### src/rtl/uart_pkg.sv
// Shared types and helpers for the configurable UART receiver.
// Latency: none (types and constant functions only).
// Backpressure: not applicable.
package uart_pkg;

    typedef enum logic [1:0] {
        PAR_NONE,
        PAR_EVEN,
        PAR_ODD
    } parity_t;

    // ST_ prefix keeps the state names clear of the PARITY parameter.
    typedef enum logic [2:0] {
        ST_IDLE,
        ST_START,
        ST_DATA,
        ST_PARITY,
        ST_STOP,
        ST_BREAK
    } rx_state_t;

    function automatic int clks_per_bit(input real sysclk, input real baud);
        return int'(sysclk / baud);
    endfunction

endpackage

### src/rtl/synchronizer.sv
// Multi-flop synchronizer for a single asynchronous input.
// Latency: STAGES clocks.
// Backpressure: none; samples every clock.
module synchronizer #(
    parameter int   STAGES  = 2,
    parameter logic RST_VAL = 1'b1
) (
    input  logic clk,
    input  logic rst_n,
    input  logic d,
    output logic q
);

    logic [STAGES-1:0] sync_q;
    logic [STAGES-1:0] sync_d;

    always_comb begin
        sync_d = {sync_q[STAGES-2:0], d};
    end

    always_ff @(posedge clk or negedge rst_n) begin
        if (!rst_n) begin
            sync_q <= {STAGES{RST_VAL}};
        end else begin
            sync_q <= sync_d;
        end
    end

    assign q = sync_q[STAGES-1];

endmodule

### src/rtl/uart_rx_cfg.sv
// Configurable UART receiver with majority voting, parity/framing/break flags and idle timeout.
// Latency: data_valid one clock after the last stop-bit decision (~4 clocks of pin-to-core delay).
// Backpressure: none; data_valid is a single-cycle pulse the consumer must take.
module uart_rx_cfg
    import uart_pkg::*;
#(
    parameter real     SYSCLOCK     = 27.0,
    parameter real     BAUDRATE     = 1.0,
    parameter int      DATA_BITS    = 8,
    parameter parity_t PARITY       = PAR_NONE,
    parameter int      STOP_BITS    = 1,
    parameter int      TIMEOUT_BITS = 4
) (
    input  logic                 clk,
    input  logic                 rst_n,
    input  logic                 rx,
    output logic                 rx_bsy,
    output logic                 data_valid,
    output logic [DATA_BITS-1:0] data_out,
    output logic                 parity_err,
    output logic                 frame_err,
    output logic                 break_det,
    output logic                 block_timeout
);

    localparam int CLKS_PER_BIT = clks_per_bit(SYSCLOCK, BAUDRATE);
    localparam int MID          = CLKS_PER_BIT / 2;
    localparam int CNT_W        = $clog2(CLKS_PER_BIT);
    localparam int IDLE_LIMIT   = TIMEOUT_BITS * CLKS_PER_BIT;
    localparam int IDLE_W       = $clog2(IDLE_LIMIT + 1);
    localparam int IDX_W        = $clog2(DATA_BITS + 1);

    localparam logic [CNT_W-1:0]  CNT_LAST  = CNT_W'(CLKS_PER_BIT - 1);
    localparam logic [CNT_W-1:0]  CNT_S0    = CNT_W'(MID - 1);
    localparam logic [CNT_W-1:0]  CNT_S1    = CNT_W'(MID);
    localparam logic [CNT_W-1:0]  CNT_DEC   = CNT_W'(MID + 1);
    localparam logic [IDX_W-1:0]  IDX_LAST  = IDX_W'(DATA_BITS);
    localparam logic [IDLE_W-1:0] IDLE_END  = IDLE_W'(IDLE_LIMIT - 1);
    localparam logic              LAST_STOP = (STOP_BITS == 2);

    if (CLKS_PER_BIT < 8 || DATA_BITS < 5 || DATA_BITS > 9 ||
        STOP_BITS < 1 || STOP_BITS > 2) begin : g_param_check
        $error("uart_rx_cfg: illegal parameters (CLKS_PER_BIT=%0d)", CLKS_PER_BIT);
    end

    logic                 rx_s;
    rx_state_t            state_q, state_d;
    logic [CNT_W-1:0]     cnt_q, cnt_d;
    logic                 s0_q, s0_d, s1_q, s1_d;
    logic                 rx_d_q, rx_d_d;
    logic [IDX_W-1:0]     bit_idx_q, bit_idx_d;
    logic [DATA_BITS-1:0] shift_q, shift_d;
    logic                 par_bit_q, par_bit_d;
    logic                 stop_idx_q, stop_idx_d;
    logic                 stop_err_q, stop_err_d;
    logic [DATA_BITS-1:0] data_out_q, data_out_d;
    logic                 parity_err_q, parity_err_d;
    logic                 frame_err_q, frame_err_d;
    logic                 data_valid_q, data_valid_d;
    logic                 break_det_q, break_det_d;
    logic                 timeout_q, timeout_d;
    logic [IDLE_W-1:0]    idle_cnt_q, idle_cnt_d;
    logic                 idle_arm_q, idle_arm_d;

    logic fall, at_dec, at_wrap, bit_dec, ferr_now, par_bad, is_break;

    synchronizer #(
        .STAGES  (2),
        .RST_VAL (1'b1)
    ) u_rx_sync (
        .clk   (clk),
        .rst_n (rst_n),
        .d     (rx),
        .q     (rx_s)
    );

    assign fall     = rx_d_q & ~rx_s;
    assign at_dec   = (cnt_q == CNT_DEC);
    assign at_wrap  = (cnt_q == CNT_LAST);
    // Third vote is the live sample, so the decision is ready at MID+1.
    assign bit_dec  = (s0_q & s1_q) | (s0_q & rx_s) | (s1_q & rx_s);
    assign ferr_now = stop_err_q | ~bit_dec;
    assign par_bad  = (PARITY == PAR_EVEN) ?  (^{shift_q, par_bit_q}) :
                      (PARITY == PAR_ODD)  ? ~(^{shift_q, par_bit_q}) : 1'b0;
    // par_bit_q is never written without parity, so it stays 0 there.
    assign is_break = ferr_now & ~(|shift_q) & ~par_bit_q;

    always_comb begin
        state_d      = state_q;
        cnt_d        = at_wrap ? '0 : cnt_q + 1'b1;
        s0_d         = (cnt_q == CNT_S0) ? rx_s : s0_q;
        s1_d         = (cnt_q == CNT_S1) ? rx_s : s1_q;
        rx_d_d       = rx_s;
        bit_idx_d    = bit_idx_q;
        shift_d      = shift_q;
        par_bit_d    = par_bit_q;
        stop_idx_d   = stop_idx_q;
        stop_err_d   = stop_err_q;
        data_out_d   = data_out_q;
        parity_err_d = parity_err_q;
        frame_err_d  = frame_err_q;
        data_valid_d = 1'b0;
        break_det_d  = 1'b0;

        unique case (state_q)
            ST_IDLE: begin
                if (fall) begin
                    state_d = ST_START;
                    cnt_d   = '0;
                end
            end
            ST_START: begin
                if (at_dec && bit_dec) begin
                    state_d = ST_IDLE;
                end else if (at_wrap) begin
                    state_d   = ST_DATA;
                    bit_idx_d = '0;
                end
            end
            ST_DATA: begin
                if (at_dec) begin
                    shift_d   = {bit_dec, shift_q[DATA_BITS-1:1]};
                    bit_idx_d = bit_idx_q + 1'b1;
                end
                if (at_wrap && bit_idx_q == IDX_LAST) begin
                    state_d    = (PARITY == PAR_NONE) ? ST_STOP : ST_PARITY;
                    stop_idx_d = 1'b0;
                    stop_err_d = 1'b0;
                end
            end
            ST_PARITY: begin
                if (at_dec) begin
                    par_bit_d = bit_dec;
                end
                if (at_wrap) begin
                    state_d = ST_STOP;
                end
            end
            ST_STOP: begin
                if (at_dec) begin
                    if (stop_idx_q == LAST_STOP) begin
                        data_valid_d = 1'b1;
                        data_out_d   = shift_q;
                        parity_err_d = par_bad;
                        frame_err_d  = ferr_now;
                        break_det_d  = is_break;
                        state_d      = is_break ? ST_BREAK : ST_IDLE;
                    end else begin
                        stop_idx_d = 1'b1;
                        stop_err_d = ferr_now;
                    end
                end
            end
            ST_BREAK: begin
                if (rx_s) begin
                    state_d = ST_IDLE;
                end
            end
            default: state_d = ST_IDLE;
        endcase
    end

    // The data_valid cycle is the first IDLE cycle and counts as idle clock 1.
    always_comb begin
        idle_cnt_d = idle_cnt_q;
        idle_arm_d = idle_arm_q;
        timeout_d  = 1'b0;
        if (fall) begin
            idle_cnt_d = '0;
            idle_arm_d = 1'b0;
        end else if (data_valid_q) begin
            idle_arm_d = 1'b1;
            idle_cnt_d = (state_q == ST_IDLE) ? IDLE_W'(1) : '0;
        end else if (idle_arm_q && state_q == ST_IDLE) begin
            if (idle_cnt_q == IDLE_END) begin
                timeout_d  = 1'b1;
                idle_arm_d = 1'b0;
                idle_cnt_d = '0;
            end else begin
                idle_cnt_d = idle_cnt_q + 1'b1;
            end
        end
    end

    always_ff @(posedge clk or negedge rst_n) begin
        if (!rst_n) begin
            state_q      <= ST_IDLE;
            cnt_q        <= '0;
            s0_q         <= 1'b1;
            s1_q         <= 1'b1;
            rx_d_q       <= 1'b1;
            bit_idx_q    <= '0;
            shift_q      <= '0;
            par_bit_q    <= 1'b0;
            stop_idx_q   <= 1'b0;
            stop_err_q   <= 1'b0;
            data_out_q   <= '0;
            parity_err_q <= 1'b0;
            frame_err_q  <= 1'b0;
            data_valid_q <= 1'b0;
            break_det_q  <= 1'b0;
            timeout_q    <= 1'b0;
            idle_cnt_q   <= '0;
            idle_arm_q   <= 1'b0;
        end else begin
            state_q      <= state_d;
            cnt_q        <= cnt_d;
            s0_q         <= s0_d;
            s1_q         <= s1_d;
            rx_d_q       <= rx_d_d;
            bit_idx_q    <= bit_idx_d;
            shift_q      <= shift_d;
            par_bit_q    <= par_bit_d;
            stop_idx_q   <= stop_idx_d;
            stop_err_q   <= stop_err_d;
            data_out_q   <= data_out_d;
            parity_err_q <= parity_err_d;
            frame_err_q  <= frame_err_d;
            data_valid_q <= data_valid_d;
            break_det_q  <= break_det_d;
            timeout_q    <= timeout_d;
            idle_cnt_q   <= idle_cnt_d;
            idle_arm_q   <= idle_arm_d;
        end
    end

    assign rx_bsy        = (state_q != ST_IDLE);
    assign data_valid    = data_valid_q;
    assign data_out      = data_out_q;
    assign parity_err    = parity_err_q;
    assign frame_err     = frame_err_q;
    assign break_det     = break_det_q;
    assign block_timeout = timeout_q;

endmodule

### config.mk
export PLATFORM = sky130hd
export DESIGN_NAME = uart_rx_cfg
export DESIGN_NICKNAME = d
export VERILOG_FILES = /design/src/rtl/uart_pkg.sv /design/src/rtl/synchronizer.sv /design/src/rtl/uart_rx_cfg.sv
export SDC_FILE = /design/constraint.sdc
export NUM_CORES = 1
export LEC_CHECK = 0
export CORE_MARGIN = 2
export CORE_UTILIZATION = 62
export DETAILED_ROUTE_END_ITERATION = 8
export GPL_ROUTABILITY_DRIVEN = 0
export PLACE_DENSITY_LB_ADDON = 0.08
export SYNTH_ARGS = -nofsm -noshare
export SYNTH_HDL_FRONTEND = slang
export SYNTH_HIERARCHICAL = 1
export SYNTH_SLANG_ARGS = --single-unit
export TNS_END_PERCENT = 20
### constraint.sdc
create_clock -name clk -period 3.97 [get_ports clk]
set_clock_uncertainty 0.2 [all_clocks]
set_input_delay 0.397 -clock clk [delete_from_list [all_inputs] [get_ports clk]]
set_output_delay 0.397 -clock clk [all_outputs]
set_load 0.02 [all_outputs]
==> impl_metrics.env <==
export IMPL_synthCells=199
export IMPL_dieArea_sq_um=4080
export IMPL_crit_path_start_kind="flop"
export IMPL_synth_distinct_cells=47
export IMPL_ir_drop_uv=348
export IMPL_hold_ws_ps=-19.5
export IMPL_cts_setup_buffers=0
export IMPL_dp_hpwl_mm=2.62
export IMPL_max_slew_margin_rel=0.330
export IMPL_cts_sinks=47
export IMPL_wirelength_mm=3.76
export IMPL_wirelength_met1_mm=1.76
export IMPL_tightest_slew_ps=1000
export IMPL_yosys_register_bits=47
export IMPL_rows=21
export IMPL_boundaryPins=17
export IMPL_fp_dieH_microns=63.9
export IMPL_p_leak_uw=0.00117
export IMPL_hp_class="in2async"
export IMPL_crit_fanout=13
export IMPL_syn_to_final_growth_pct=9.52
export IMPL_power_per_cell_area_nw_per_um2=457
export IMPL_path_clk_slew_ps=130
export IMPL_antenna_found_initial=0
export IMPL_synthTopCellsByArea="dfrtp_1 (47%), mux2_2 (8.6%), dfstp_2 (5.9%)"
export IMPL_syn_nets=209
export IMPL_grt_max_degree=48
export IMPL_yosysSeqAreaShare=0.532
export IMPL_drc=0
export IMPL_setup_violations=0
export IMPL_grtUsageTotal=0.207
export IMPL_die_x_microns=63.9
export IMPL_status="finished, violations left"
export IMPL_final_nets=225
export IMPL_cts_resized=0
export IMPL_clock_path_buffers=2
export IMPL_end_kind="output pin"
export IMPL_synthDominantCellAreaShare=0.473
export IMPL_async_reset_ff_frac=1.00
export IMPL_synth_edf_count=0
export IMPL_io_buffers=15
export IMPL_routed_wl_met2_mm=1.81
export IMPL_core_area_sq_um=3390
export IMPL_layout_drive_gt1_share=0.176
export IMPL_drt_first_pass_iters=4
export IMPL_cts_root_buffer="clkbuf_4"
export IMPL_tritoncts="done"
export IMPL_timing_fmax_mhz=392
export IMPL_grt_pass1_wl_mm=6.53
export IMPL_vias_per_cell=5.70
export IMPL_numCtsBuffers=5
export IMPL_drtAntennaViolNets=0
export IMPL_finalSetupTns_ps=0
export IMPL_insertion_delay_ps=370
export IMPL_antennaDiodeCount=0
export IMPL_yosysWarnings=6
export IMPL_violations="hold timing"
export IMPL_min_period_ps=2550
export IMPL_timing_final_max_slew_violations=0
export IMPL_finalCritPeriodShare=0.643
export IMPL_htree_levels=2
export IMPL_routed_top_layer="met4"
export IMPL_synth_top_cell_by_area="dfrtp_1"
export IMPL_drt_iter0_markers=62
export IMPL_rsz0062_at_grt="no"
export IMPL_crit_arrival_ps=1960
export IMPL_hold_buffers=0
export IMPL_grt_pass1_vias=1492
export IMPL_dr_total_vias=1494
export IMPL_hold_violations=39
export IMPL_wl_per_cell_microns=14.3
export IMPL_overflow=0
export IMPL_avgSynthCellArea_sq_um=11.2
export IMPL_synth_flop_cell="dfrtp_1"
export IMPL_syn_area_sq_um=2220
export IMPL_worstPathRequired_ps=3370
export IMPL_start_util=0.656
export IMPL_ys_top_cells_by_count="dfrtp_1 (42), nor2_1 (20), mux2_2 (17)"
export IMPL_yosysMostFrequentCell="dfrtp_1"
export IMPL_maxCapViolCount=0
export IMPL_path_class="reg2out"
export IMPL_wl_met3_microns=131
## layout by cell type, fill, tap and decap left out, types with 2 or more instances in the layout
master / count
a21oi_1: 5
and3_1: 2
clkbuf_4: 5
clkdlybuf4s50_1: 14
clkinv_2: 2
dfrtp_1: 42
dfstp_2: 5
ha_1: 7
inv_1: 9
mux2_1: 3
mux2_2: 17
nand2_1: 16
nand2b_1: 2
nand3_1: 13
nand3b_1: 3
nor2_1: 20
nor2b_1: 2
nor3_1: 3
nor3b_1: 2
o21ai_0: 5
o21ai_1: 6
xor2_1: 6
## per-layer routing
| metal | vias to the layer above | GRT usage |
|---|---|---|
| met5 | - | 0 |
| met4 | 0 | 0.0897 |
| met3 | 6 | 0.0599 |
| met2 | 27 | 0.339 |
| met1 | 748 | 0.256 |
| li1 | 713 | - |
## where the power goes
| group | internal [uW] | leakage (uW) | switching [uW] |
|---|---|---|---|
| clock network | 69.4 | 0.0000354 | 153 |
| registers | 536 | 0.000630 | 81.7 |
| logic | 126 | 0.000503 | 148 |
## registers in the layout, indices dropped and copies added (netlist names), 2 cells and up
name,cells
cnt_q,5
shift_q,8
idle_cnt_q,7
data_out,8
u_rx_sync/sync_q,2
bit_idx_q,4
state_q,3
## worst max-delay path: stages (launching register included)
cell and delay [ps]:
dfrtp_1 560, nor3_1 380, inv_1 100, clkdlybuf4s50_1 550
## kinds of logic (layout without fill, tap and decap cells)
kind of cell | count (synthesis) | count (layout) | share of synthesized area
buffers and inverters | 15 | 32 | 0.0366
adder cells (fa/ha/maj) | 8 | 8 | 0.0445
AO/OA/AOI/OAI | 27 | 27 | 0.0788
XOR/XNOR | 7 | 7 | 0.0276
multiplexers | 20 | 20 | 0.101
other | 1 | 1 | 0.00169
AND/OR/NAND/NOR | 74 | 74 | 0.177
flip-flops | 47 | 47 | 0.532
## path summary, 6_finish.rpt
kind                                        to                start  slack (ps)  depth (start not counted)
max in group asynchronous             cnt_q[0]                rst_n        2970                          1
min                              idle_cnt_q[3]                rst_n         -20                          1
max                                     rx_bsy           state_q[2]        1420                          3
min reg2reg                u_rx_sync/sync_q[1]  u_rx_sync/sync_q[0]         170                          0
min in group clk           u_rx_sync/sync_q[1]  u_rx_sync/sync_q[0]         170                          0
max reg2reg                         state_q[0]             cnt_q[0]        1700                          7
## cell type report
cell class              instances  area (sq um)
clock buffers                   5          37.5
multi-input cells             137           958
flip-flops and latches         47          1180
clock inverters                 3          18.8
repair buffers                 15           145
inverters                       9          33.8
well taps                      46          57.6
fillers                       252           956
## metrics by stage
stage          setup WS, ps  cell area [sq um]  cells  total power (uW)  utilization
6_report               1420               2430    262              1110        0.718
5_1_grt                1270               2430    262              1190        0.718
4_1_cts                1390               2430    262              1120        0.718
3_5_place_dp           1760               2380    254               898        0.701
3_3_place_gp           1830               2380    254               882        0.701
2_1_floorplan          1940               2220    199               838            -
Power figures use the tool's default switching activity.
